<file path="config.mk">
export PLATFORM = sky130hd
export DESIGN_NAME = cpu_ctrl_hs
export DESIGN_NICKNAME = d
export VERILOG_FILES = /design/src/rtl/cpu_ctrl_hs.sv
export SDC_FILE = /design/constraint.sdc
export NUM_CORES = 1
export LEC_CHECK = 0
export ABC_AREA = 1
export CORE_MARGIN = 3
export CORE_UTILIZATION = 36
export DETAILED_ROUTE_END_ITERATION = 12
export GPL_TIMING_DRIVEN = 0
export PLACE_DENSITY = 0.63
export SYNTH_ARGS = -nofsm -noshare
export SYNTH_HDL_FRONTEND = slang
export SYNTH_SLANG_ARGS = --single-unit
</file>
<file path="constraint.sdc">
create_clock -name clk -period 12.5 [get_ports clk]
set_input_delay 1.875 -clock clk [delete_from_list [all_inputs] [get_ports clk]]
set_output_delay 1.875 -clock clk [all_outputs]
set_load 0.01 [all_outputs]
</file>
<file path="src/rtl/cpu_ctrl_hs.sv">
// cpu_ctrl_hs: multi-cycle IF/ID/EX/MEM sequencer with a stallable
// request/ready IO bus, bus timeout and precise exceptions.
module cpu_ctrl_hs #(
  parameter logic [31:0] RESET_PC    = 32'h8000_0000,
  parameter logic [31:0] EXC_VECTOR  = 32'h8000_1180,
  parameter int unsigned BUS_TIMEOUT = 255,
  parameter int unsigned TO_W        = 8
) (
  input  logic        clk,
  input  logic        rst,
  output logic        io_req,
  output logic [3:0]  io_mode,
  output logic [31:0] io_addr,
  output logic [31:0] io_wdata,
  input  logic        io_ready,
  input  logic [31:0] io_rdata,
  output logic [31:0] inst,
  output logic [31:0] inst_pc,
  output logic [31:0] next_pc,
  input  logic        dec_rd_ready,
  input  logic [4:0]  dec_rd_idx,
  input  logic [31:0] dec_rd_data,
  input  logic        dec_is_jump,
  input  logic [31:0] dec_jump_pc,
  input  logic [3:0]  dec_io_mode,
  input  logic [31:0] alu_out,
  output logic [4:0]  reg_rd,
  output logic [31:0] reg_wdata,
  output logic        exc_valid,
  output logic [4:0]  exc_code,
  output logic [31:0] exc_epc,
  output logic        exc_bd,
  output logic [31:0] exc_badvaddr
);

  // IO operation codes shared with the IO/memory arbiter
  localparam logic [3:0] IO_NOP = 4'h0;
  localparam logic [3:0] IO_LW  = 4'h1;
  localparam logic [3:0] IO_SW  = 4'h2;

  localparam logic [4:0] EXC_ADEL = 5'd4;
  localparam logic [4:0] EXC_ADES = 5'd5;
  localparam logic [4:0] EXC_BUS  = 5'd7;
  localparam logic [4:0] EXC_RI   = 5'd10;

  // Timeout fires on the last allowed wait cycle, so io_req stays high
  // for exactly BUS_TIMEOUT cycles before the exception.
  localparam bit          TO_EN     = (BUS_TIMEOUT != 0);
  localparam int unsigned TO_LAST_I = TO_EN ? BUS_TIMEOUT - 1 : 0;
  localparam logic [TO_W-1:0] TO_LAST = TO_LAST_I[TO_W-1:0];

  typedef enum logic [2:0] {S_IF, S_ID, S_EX, S_MEM, S_EXC} state_e;

  state_e            state_q, state_d;
  logic [31:0]       pc_q, pc_d, dpc_q, dpc_d, inst_q, inst_d;
  logic [31:0]       inst_pc_q, inst_pc_d, addr_q, addr_d;
  logic              ds_q, ds_d;
  logic [TO_W-1:0]   wait_q, wait_d;
  logic [4:0]        exc_code_q, exc_code_d;
  logic [31:0]       exc_epc_q, exc_epc_d, exc_bad_q, exc_bad_d;
  logic              exc_bd_q, exc_bd_d;
  logic              mis_s, req_s, timeout_s;
  logic [31:0]       epc_s;

  // Faulting PC: the branch PC when the fault sits in a delay slot
  function automatic logic [31:0] epc_of(input logic [31:0] pc, input logic ds);
    return ds ? (pc - 32'd4) : pc;
  endfunction

  assign mis_s     = ((dec_io_mode == IO_LW) || (dec_io_mode == IO_SW)) && (addr_q[1:0] != 2'b00);
  assign req_s     = ((state_q == S_IF) && (pc_q[1:0] == 2'b00)) || ((state_q == S_MEM) && !mis_s);
  assign timeout_s = TO_EN && req_s && !io_ready && (wait_q == TO_LAST);
  assign epc_s     = epc_of((state_q == S_IF) ? pc_q : inst_pc_q, ds_q);
  assign wait_d    = (req_s && !io_ready) ? (wait_q + TO_W'(1)) : '0;

  assign inst         = inst_q;
  assign inst_pc      = inst_pc_q;
  assign next_pc      = inst_pc_q + 32'd4;
  assign exc_valid    = (state_q == S_EXC);
  assign exc_code     = exc_valid ? exc_code_q : 5'd0;
  assign exc_epc      = exc_valid ? exc_epc_q : 32'd0;
  assign exc_bd       = exc_valid ? exc_bd_q : 1'b0;
  assign exc_badvaddr = exc_valid ? exc_bad_q : 32'd0;

  // Bus request fields, forced idle while reset is asserted
  always_comb begin
    io_req   = 1'b0;
    io_mode  = IO_NOP;
    io_addr  = 32'd0;
    io_wdata = 32'd0;
    if (rst) begin
      io_req = 1'b0;
    end else begin
      case (state_q)
        S_IF: begin
          io_req  = req_s;
          io_mode = IO_LW;
          io_addr = pc_q;
        end
        S_MEM: begin
          io_req   = req_s;
          io_mode  = dec_io_mode;
          io_addr  = addr_q;
          io_wdata = dec_rd_data;
        end
        default: io_req = 1'b0;
      endcase
    end
  end

  // Next-state, register write-back and exception capture
  always_comb begin
    state_d    = state_q;
    pc_d       = pc_q;
    dpc_d      = dpc_q;
    ds_d       = ds_q;
    inst_d     = inst_q;
    inst_pc_d  = inst_pc_q;
    addr_d     = addr_q;
    exc_code_d = exc_code_q;
    exc_epc_d  = exc_epc_q;
    exc_bd_d   = exc_bd_q;
    exc_bad_d  = exc_bad_q;
    reg_rd     = 5'd0;
    reg_wdata  = 32'd0;
    case (state_q)
      S_IF: begin
        if (pc_q[1:0] != 2'b00) begin
          exc_code_d = EXC_ADEL; exc_bad_d = pc_q;
          exc_epc_d = epc_s; exc_bd_d = ds_q; state_d = S_EXC;
        end else if (timeout_s) begin
          exc_code_d = EXC_BUS; exc_bad_d = 32'd0;
          exc_epc_d = epc_s; exc_bd_d = ds_q; state_d = S_EXC;
        end else if (io_ready) begin
          inst_d    = io_rdata;
          inst_pc_d = pc_q;
          pc_d      = ds_q ? dpc_q : (pc_q + 32'd4);
          state_d   = S_ID;
        end else begin
          state_d = S_IF;
        end
      end
      S_ID: begin
        if (dec_is_jump && ds_q) begin
          exc_code_d = EXC_RI; exc_bad_d = 32'd0;
          exc_epc_d = epc_s; exc_bd_d = ds_q; state_d = S_EXC;
        end else if (dec_is_jump || dec_rd_ready) begin
          // A jump opens a delay slot; a non-jump early write-back retires here
          ds_d  = dec_is_jump;
          dpc_d = dec_is_jump ? dec_jump_pc : dpc_q;
          if (dec_rd_ready) begin
            reg_rd    = dec_rd_idx;
            reg_wdata = dec_rd_data;
          end else begin
            reg_rd = 5'd0;
          end
          state_d = S_IF;
        end else begin
          state_d = S_EX;
        end
      end
      S_EX: begin
        if (dec_io_mode == IO_NOP) begin
          reg_rd    = dec_rd_idx;
          reg_wdata = alu_out;
          ds_d      = 1'b0;
          state_d   = S_IF;
        end else begin
          addr_d  = alu_out;
          state_d = S_MEM;
        end
      end
      S_MEM: begin
        if (mis_s) begin
          exc_code_d = (dec_io_mode == IO_LW) ? EXC_ADEL : EXC_ADES;
          exc_bad_d = addr_q; exc_epc_d = epc_s; exc_bd_d = ds_q; state_d = S_EXC;
        end else if (timeout_s) begin
          exc_code_d = EXC_BUS; exc_bad_d = 32'd0;
          exc_epc_d = epc_s; exc_bd_d = ds_q; state_d = S_EXC;
        end else if (io_ready) begin
          reg_rd    = dec_rd_idx;
          reg_wdata = io_rdata;
          ds_d      = 1'b0;
          state_d   = S_IF;
        end else begin
          state_d = S_MEM;
        end
      end
      S_EXC: begin
        pc_d    = EXC_VECTOR;
        ds_d    = 1'b0;
        state_d = S_IF;
      end
      default: state_d = S_IF;
    endcase
  end

  // State and datapath registers
  always_ff @(posedge clk or posedge rst) begin
    if (rst) begin
      state_q    <= S_IF;
      pc_q       <= RESET_PC;
      dpc_q      <= 32'd0;
      ds_q       <= 1'b0;
      inst_q     <= 32'd0;
      inst_pc_q  <= 32'd0;
      addr_q     <= 32'd0;
      wait_q     <= '0;
      exc_code_q <= 5'd0;
      exc_epc_q  <= 32'd0;
      exc_bd_q   <= 1'b0;
      exc_bad_q  <= 32'd0;
    end else begin
      state_q    <= state_d;
      pc_q       <= pc_d;
      dpc_q      <= dpc_d;
      ds_q       <= ds_d;
      inst_q     <= inst_d;
      inst_pc_q  <= inst_pc_d;
      addr_q     <= addr_d;
      wait_q     <= wait_d;
      exc_code_q <= exc_code_d;
      exc_epc_q  <= exc_epc_d;
      exc_bd_q   <= exc_bd_d;
      exc_bad_q  <= exc_bad_d;
    end
  end

endmodule

</file>
## After elaboration in Yosys (flattened, before gate mapping)

Cells that the tools add are included.
Widths: inputs -> output; s select.

- Register bits after elaboration: 242
- Word-level logic and storage cells: 137

- Add/sub/neg operators: 4
- Muxes and demuxes: 74
- Eq/ne operators: 17
- Bitwise logic cells: 4
- Reductions and logical operators: 26

Operators with widths:

| operator | count |
|---|---|
| $mux 32 | 26 |
| $pmux 32 s3 | 3 |
| $pmux 32 s2 | 2 |
| $add 32x3->32 const B | 2 |
| $mux 5 | 12 |
| $sub 32x3->32 const B | 1 |
| $pmux 5 s3 | 2 |
| $ne 2x2->1 const B | 10 |
| $mux 1 | 15 |
| $mux 3 | 5 |
| $pmux 3 s4 | 1 |
| $reduce_and 4->1 | 3 |
| $add 8x1->8 const B | 1 |
| $eq 8x8->1 const B | 1 |
| $mux 8 | 1 |
| $pmux 4 s2 | 1 |
| $reduce_and 7->1 | 1 |
| $eq 3x2->1 const B | 2 |
| $logic_and 1x1->1 | 6 |
| $mux 2 | 3 |
| $reduce_bool 2->1 | 3 |
| $eq 4x1->1 const B | 1 |
| $eq 4x2->1 const B | 1 |
| $logic_not 4->1 | 1 |
| 14 further kinds | 21 |

## Logic depth before layout (Yosys ltp)

- Depth after elaboration: 11
- Gate-level depth with buffers: 17
- Gate-level depth less buffers: 17

## Least setup slack after synthesis

OpenSTA, ideal clock, no wires.

- Path type: input to output
- Start point: in dec_io_mode[2]
- End point: out reg_wdata[0]
- Arrival time: 2.950 ns
- Stages: 9
- Path buffers: 1
- Setup slack: 7.675 ns
- Required time: 10.625 ns
- Cell sequence: inv_1 -> nand2_1 -> nor2_1 -> nand2_1 -> nand2_2 -> nor2_1 -> clkbuf_1 -> nand2_1 -> o221ai_1

- Word-level cells in the longest chain between the ends: 11
- Elaborated cells on any way between the ends: 14
- Classes of those cells: 2 x eq/ne; 4 x mux; 8 x reduce/logical

RTL lines:

| element | RTL line | text |
|---|---|---|
| start, declared | 25 | `input logic [3:0] dec_io_mode,` |
| $eq 4x1->1 or $eq 4x2->1 (tied branches) | 70 | `assign mis_s = ((dec_io_mode == IO_LW) \|\| (dec_io_mode == IO_SW)) && (addr_q[1:0] != 2'b00);` |
| $logic_or 1x1->1 | 70 |  |
| $logic_and 1x1->1 | 70 |  |
| $logic_not 1->1 | 71 | `assign req_s = ((state_q == S_IF) && (pc_q[1:0] == 2'b00)) \|\| ((state_q == S_MEM) && !mis_s);` |
| $logic_and 1x1->1 | 71 |  |
| $logic_or 1x1->1 | 71 |  |
| $logic_and 1x1->1 (2 in series) | 72 | `assign timeout_s = TO_EN && req_s && !io_ready && (wait_q == TO_LAST);` |
| $mux 32 | 177 | `end else if (timeout_s) begin` |
| $mux 32 | 174 | `if (mis_s) begin` |
| $pmux 32 s3 (*) | 126 | `case (state_q)` |
| end, declared | 28 | `output logic [31:0] reg_wdata,` |

Mark *: on every way between the ends. The rest lies on a longest branch, timed or not.

## Worst setup path in the final report

- Start point: in dec_io_mode[0]
- End point: out reg_wdata[14]

Same word-level chain as after synthesis.

==> impl_metrics.toml <==
[run_status]
status = "finished clean"

[synthesis]
synth_cell_types = 47
seq_area_frac_synth_pct = 42.8
synth-async-reset-ratio_pct = 100
synth.top_cell.area_share_pct = 42.6
synth_cells = 1940
synth-main-ff-cell = "dfrtp_1"
syn_area_per_cell_sq_um = 7.30
synth_area_leaders = "dfrtp_1 (43%), nand2_1 (13%), inv_1 (7.0%)"
synth_nets = 2087
yosys_warnings = 0
yosys.area.top_type = "dfrtp_1"
syn_area_sq_um = 14200
ys_seq_elements = 242
synth-edff-count = 0

[global_routing]
antenna_found_initial = 3
overflow = 0
grt_pass1_vias = 15000
grt_max_degree = 108
grt_pass1_wl_um = 96000
grt_util_all_layers_pct = 30.3

[worst_hold_path]
whs_path_depth = 2
hold_end = "inst[31]"
worstHoldPathType = "reg2reg"
min_from = "inst[31]"

[detailed_routing]
ant_nets = 0
first_iter_violations = 1427
wl_met2_um = 31100
drt-met1-wl_um = 28000
vias = 15300
wl_um = 65100
vias_per_cell = 5.23
met3WireLength_um = 4450
top_layer_used = "met5"
drc = 0
wire_per_inst_um = 22.3
drt_pass1_iterations = 7

[floorplan]
rows = 72
core_area_sq_um = 38700
pin_count = 415
start_util_pct = 36.6
die_w_um = 204
die_area_sq_um = 41800
die_h_um = 204

[clocking]
clockBufferDepth = 3
cts_buffers = 28
cts_tree = "built"
cts_hold_buf = 0
path_clk_slew_ps = 60
clock_tree.root_cell = "clkbuf_16"
insertion_delay_ps = 560
cts.htree.levels = 1
clkSinkCount = 242
cts_resized = 0
post_cts_buffers = 0

[timing]
max-slew-margin-rel_pct = 39.0
fin_crit_sh_pct = 54.3
finalMaxSlewViolations = 0
fin_skew_ps = 17.2
fin_tns_setup_ps = 0
fmax_mhz = 147
setup_viol_count_final = 0
worstMarginPinSlew_ps = 915
min_period_ps = 6790
hold_viol_final = 0
rsz0062_at_grt = "no"

[worst_setup_path]
reg2reg_to = "pc_q[14]"
crit_chain = "clkdlybuf4s50_1 -> xor2_1 -> nand2_1 -> nand2_2 -> nor2_1 -> clkbuf_1 -> nand2_1 -> o221ai_1 -> clkdlybuf4s50_1"
critPathKind = "in2out"
r2r_setup_slack_ps = 9590
crit_family = "buffers and inverters"
start_kind = "input pin"
cp.required_ps = 10620
r2r_cells = 8
crit_buf_inv = 3
worstPathMaxFanout = 10
worstPathArrival_ps = 4910
slowest_delay_ps = 610
cp-end-kind = "output port"
critPathLaunch = "dec_io_mode[0]"
cp_slowest_cell = "clkdlybuf4s50_1"
reg2reg_from = "state_q[1]"

[placement]
port_buffers = 413
dpl.hpwl_um = 52400
dp_cells = 2873
place_congestion = 0.939

[power_and_ir_drop]
p_leak_nw = 8.74
p_seq_share_pct = 29.2
p_total_mw = 4.88
swShare_pct = 47.4
p_switching_mw = 2.31
power_frac_clock_pct = 16.6
peakVddDrop_mv = 0.115
powerDensity_nw_per_um2 = 245
combPwrFrac_pct = 54.2
internal-power_mw = 2.57

[final_layout]
syn_to_final_growth_pct = 40.6
fillers = 3914
postLayoutCoreUtil_pct = 51.4
nets = 2532
drive_gt1_share_pct = 6.45
instances_no_fill = 2923

[flow_run]
cap_violations = 0
## cells in the final DEF (no fill, tap or decap), types with 32 or more instances in the layout
master	count
nand3_1	85
nor3_1	54
clkbuf_1	69
clkdlybuf4s50_1	413
a21oi_1	54
nand2_1	507
dfrtp_1	241
o21ai_0	168
o221ai_1	33
xor2_1	41
inv_1	262
nor2_1	182
mux2_2	32
## cells by family (layout without fill, tap and decap cells)
group / Yosys count / after routing / synth area share, %
other cells: 0 / 1 / 0
simple gates: 904 / 904 / 27.0
xor+xnor: 54 / 54 / 3.34
compound gates: 332 / 332 / 13.4
mux: 32 / 32 / 2.54
buf+inv: 371 / 835 / 10.5
fa+ha+maj: 5 / 5 / 0.442
flops: 242 / 242 / 42.8
## metrics by stage
stage	worst slack, ps	instance area (sq um)	hold WS (ps)
floorplan	3640	14200	453
global placement	419	18900	454
detailed placement	5750	19000	457
CTS	5730	19900	472
global route	5610	19900	492
finish	5710	19900	470
## flip-flops by register name, indices dropped and copies added (netlist names)
name / cells
ds_q: 1
exc_bad_q: 32
wait_q: 8
exc_epc_q: 32
exc_code_q: 5
dpc_q: 32
state_q: 3
addr_q: 32
inst_pc: 32
pc_q: 32
inst: 32
exc_bd_q: 1
## worst max path at each step
stage	cells past startpoint	slack, ps	to
floorplan	3	3640	addr_q[0]
global placement	3	420	exc_epc_q[21]
detailed placement	9	5750	reg_wdata[14]
CTS	9	5730	reg_wdata[14]
global route	9	5610	reg_wdata[9]
finish	9	5710	reg_wdata[14]
## cell usage after synthesis, types with 3 or more instances
| cell type | count |
|---|---|
| nand2_1 | 507 |
| inv_1 | 263 |
| dfrtp_1 | 241 |
| nor2_1 | 182 |
| o21ai_0 | 168 |
| nand3_1 | 85 |
| clkbuf_1 | 61 |
| a21oi_1 | 54 |
| nor3_1 | 54 |
| xor2_1 | 41 |
| o221ai_1 | 33 |
| mux2_2 | 32 |
| o21ai_1 | 31 |
| nand4_1 | 20 |
| o22ai_1 | 17 |
| buf_1 | 13 |
| nand2_2 | 13 |
| nor2_2 | 13 |
| nor4_1 | 13 |
| xnor2_1 | 13 |
| buf_2 | 10 |
| inv_2 | 10 |
| buf_6 | 9 |
| o211ai_1 | 8 |
| a22oi_1 | 6 |
| ha_1 | 5 |
| buf_4 | 4 |
| o21ai_2 | 4 |
| a31oi_1 | 3 |
| nand2_4 | 3 |
| nor2_4 | 3 |
| nor3_2 | 3 |
## power by group through the flow
stage                     clock network (mW)  registers [mW]  logic, mW
after floorplan                            0            1.35       1.46
after global placement                     0            1.42       2.59
after detailed placement                   0            1.43       2.62
after CTS                              0.820            1.42       2.63
after global routing                   0.851            1.45       2.87
final                                  0.810            1.43       2.64
## worst reg2reg max path, cell delays in order, from the launching register on
cell and delay [ps]:
dfrtp_1 440, nor2_4 200, buf_4 260, nand3_1 160, nor2_1 190, clkbuf_1 540
clkbuf_1 540, o21ai_0 300, o22ai_1 180
## area by class of cell
class	count	area, sq um	area share [%]
clock inverters	2	21.3	0.107
plain buffers	97	459	2.31
clock buffers	47	882	4.43
inverters	274	1040	5.20
diodes	1	2.50	0.0126
flip-flops and latches	242	6060	30.4
well taps	518	648	3.25
repair buffers	415	4190	21.0
multi-input cells	1327	6620	33.2
## layer usage
metal | vias to the layer above | track usage (%)
met5 | - | 0
met4 | 2 | 6.88
met3 | 87 | 4.08
met2 | 659 | 51.5
met1 | 7429 | 41.4
li1 | 7115 | -
No activity file was read; power rests on OpenSTA's default activity.
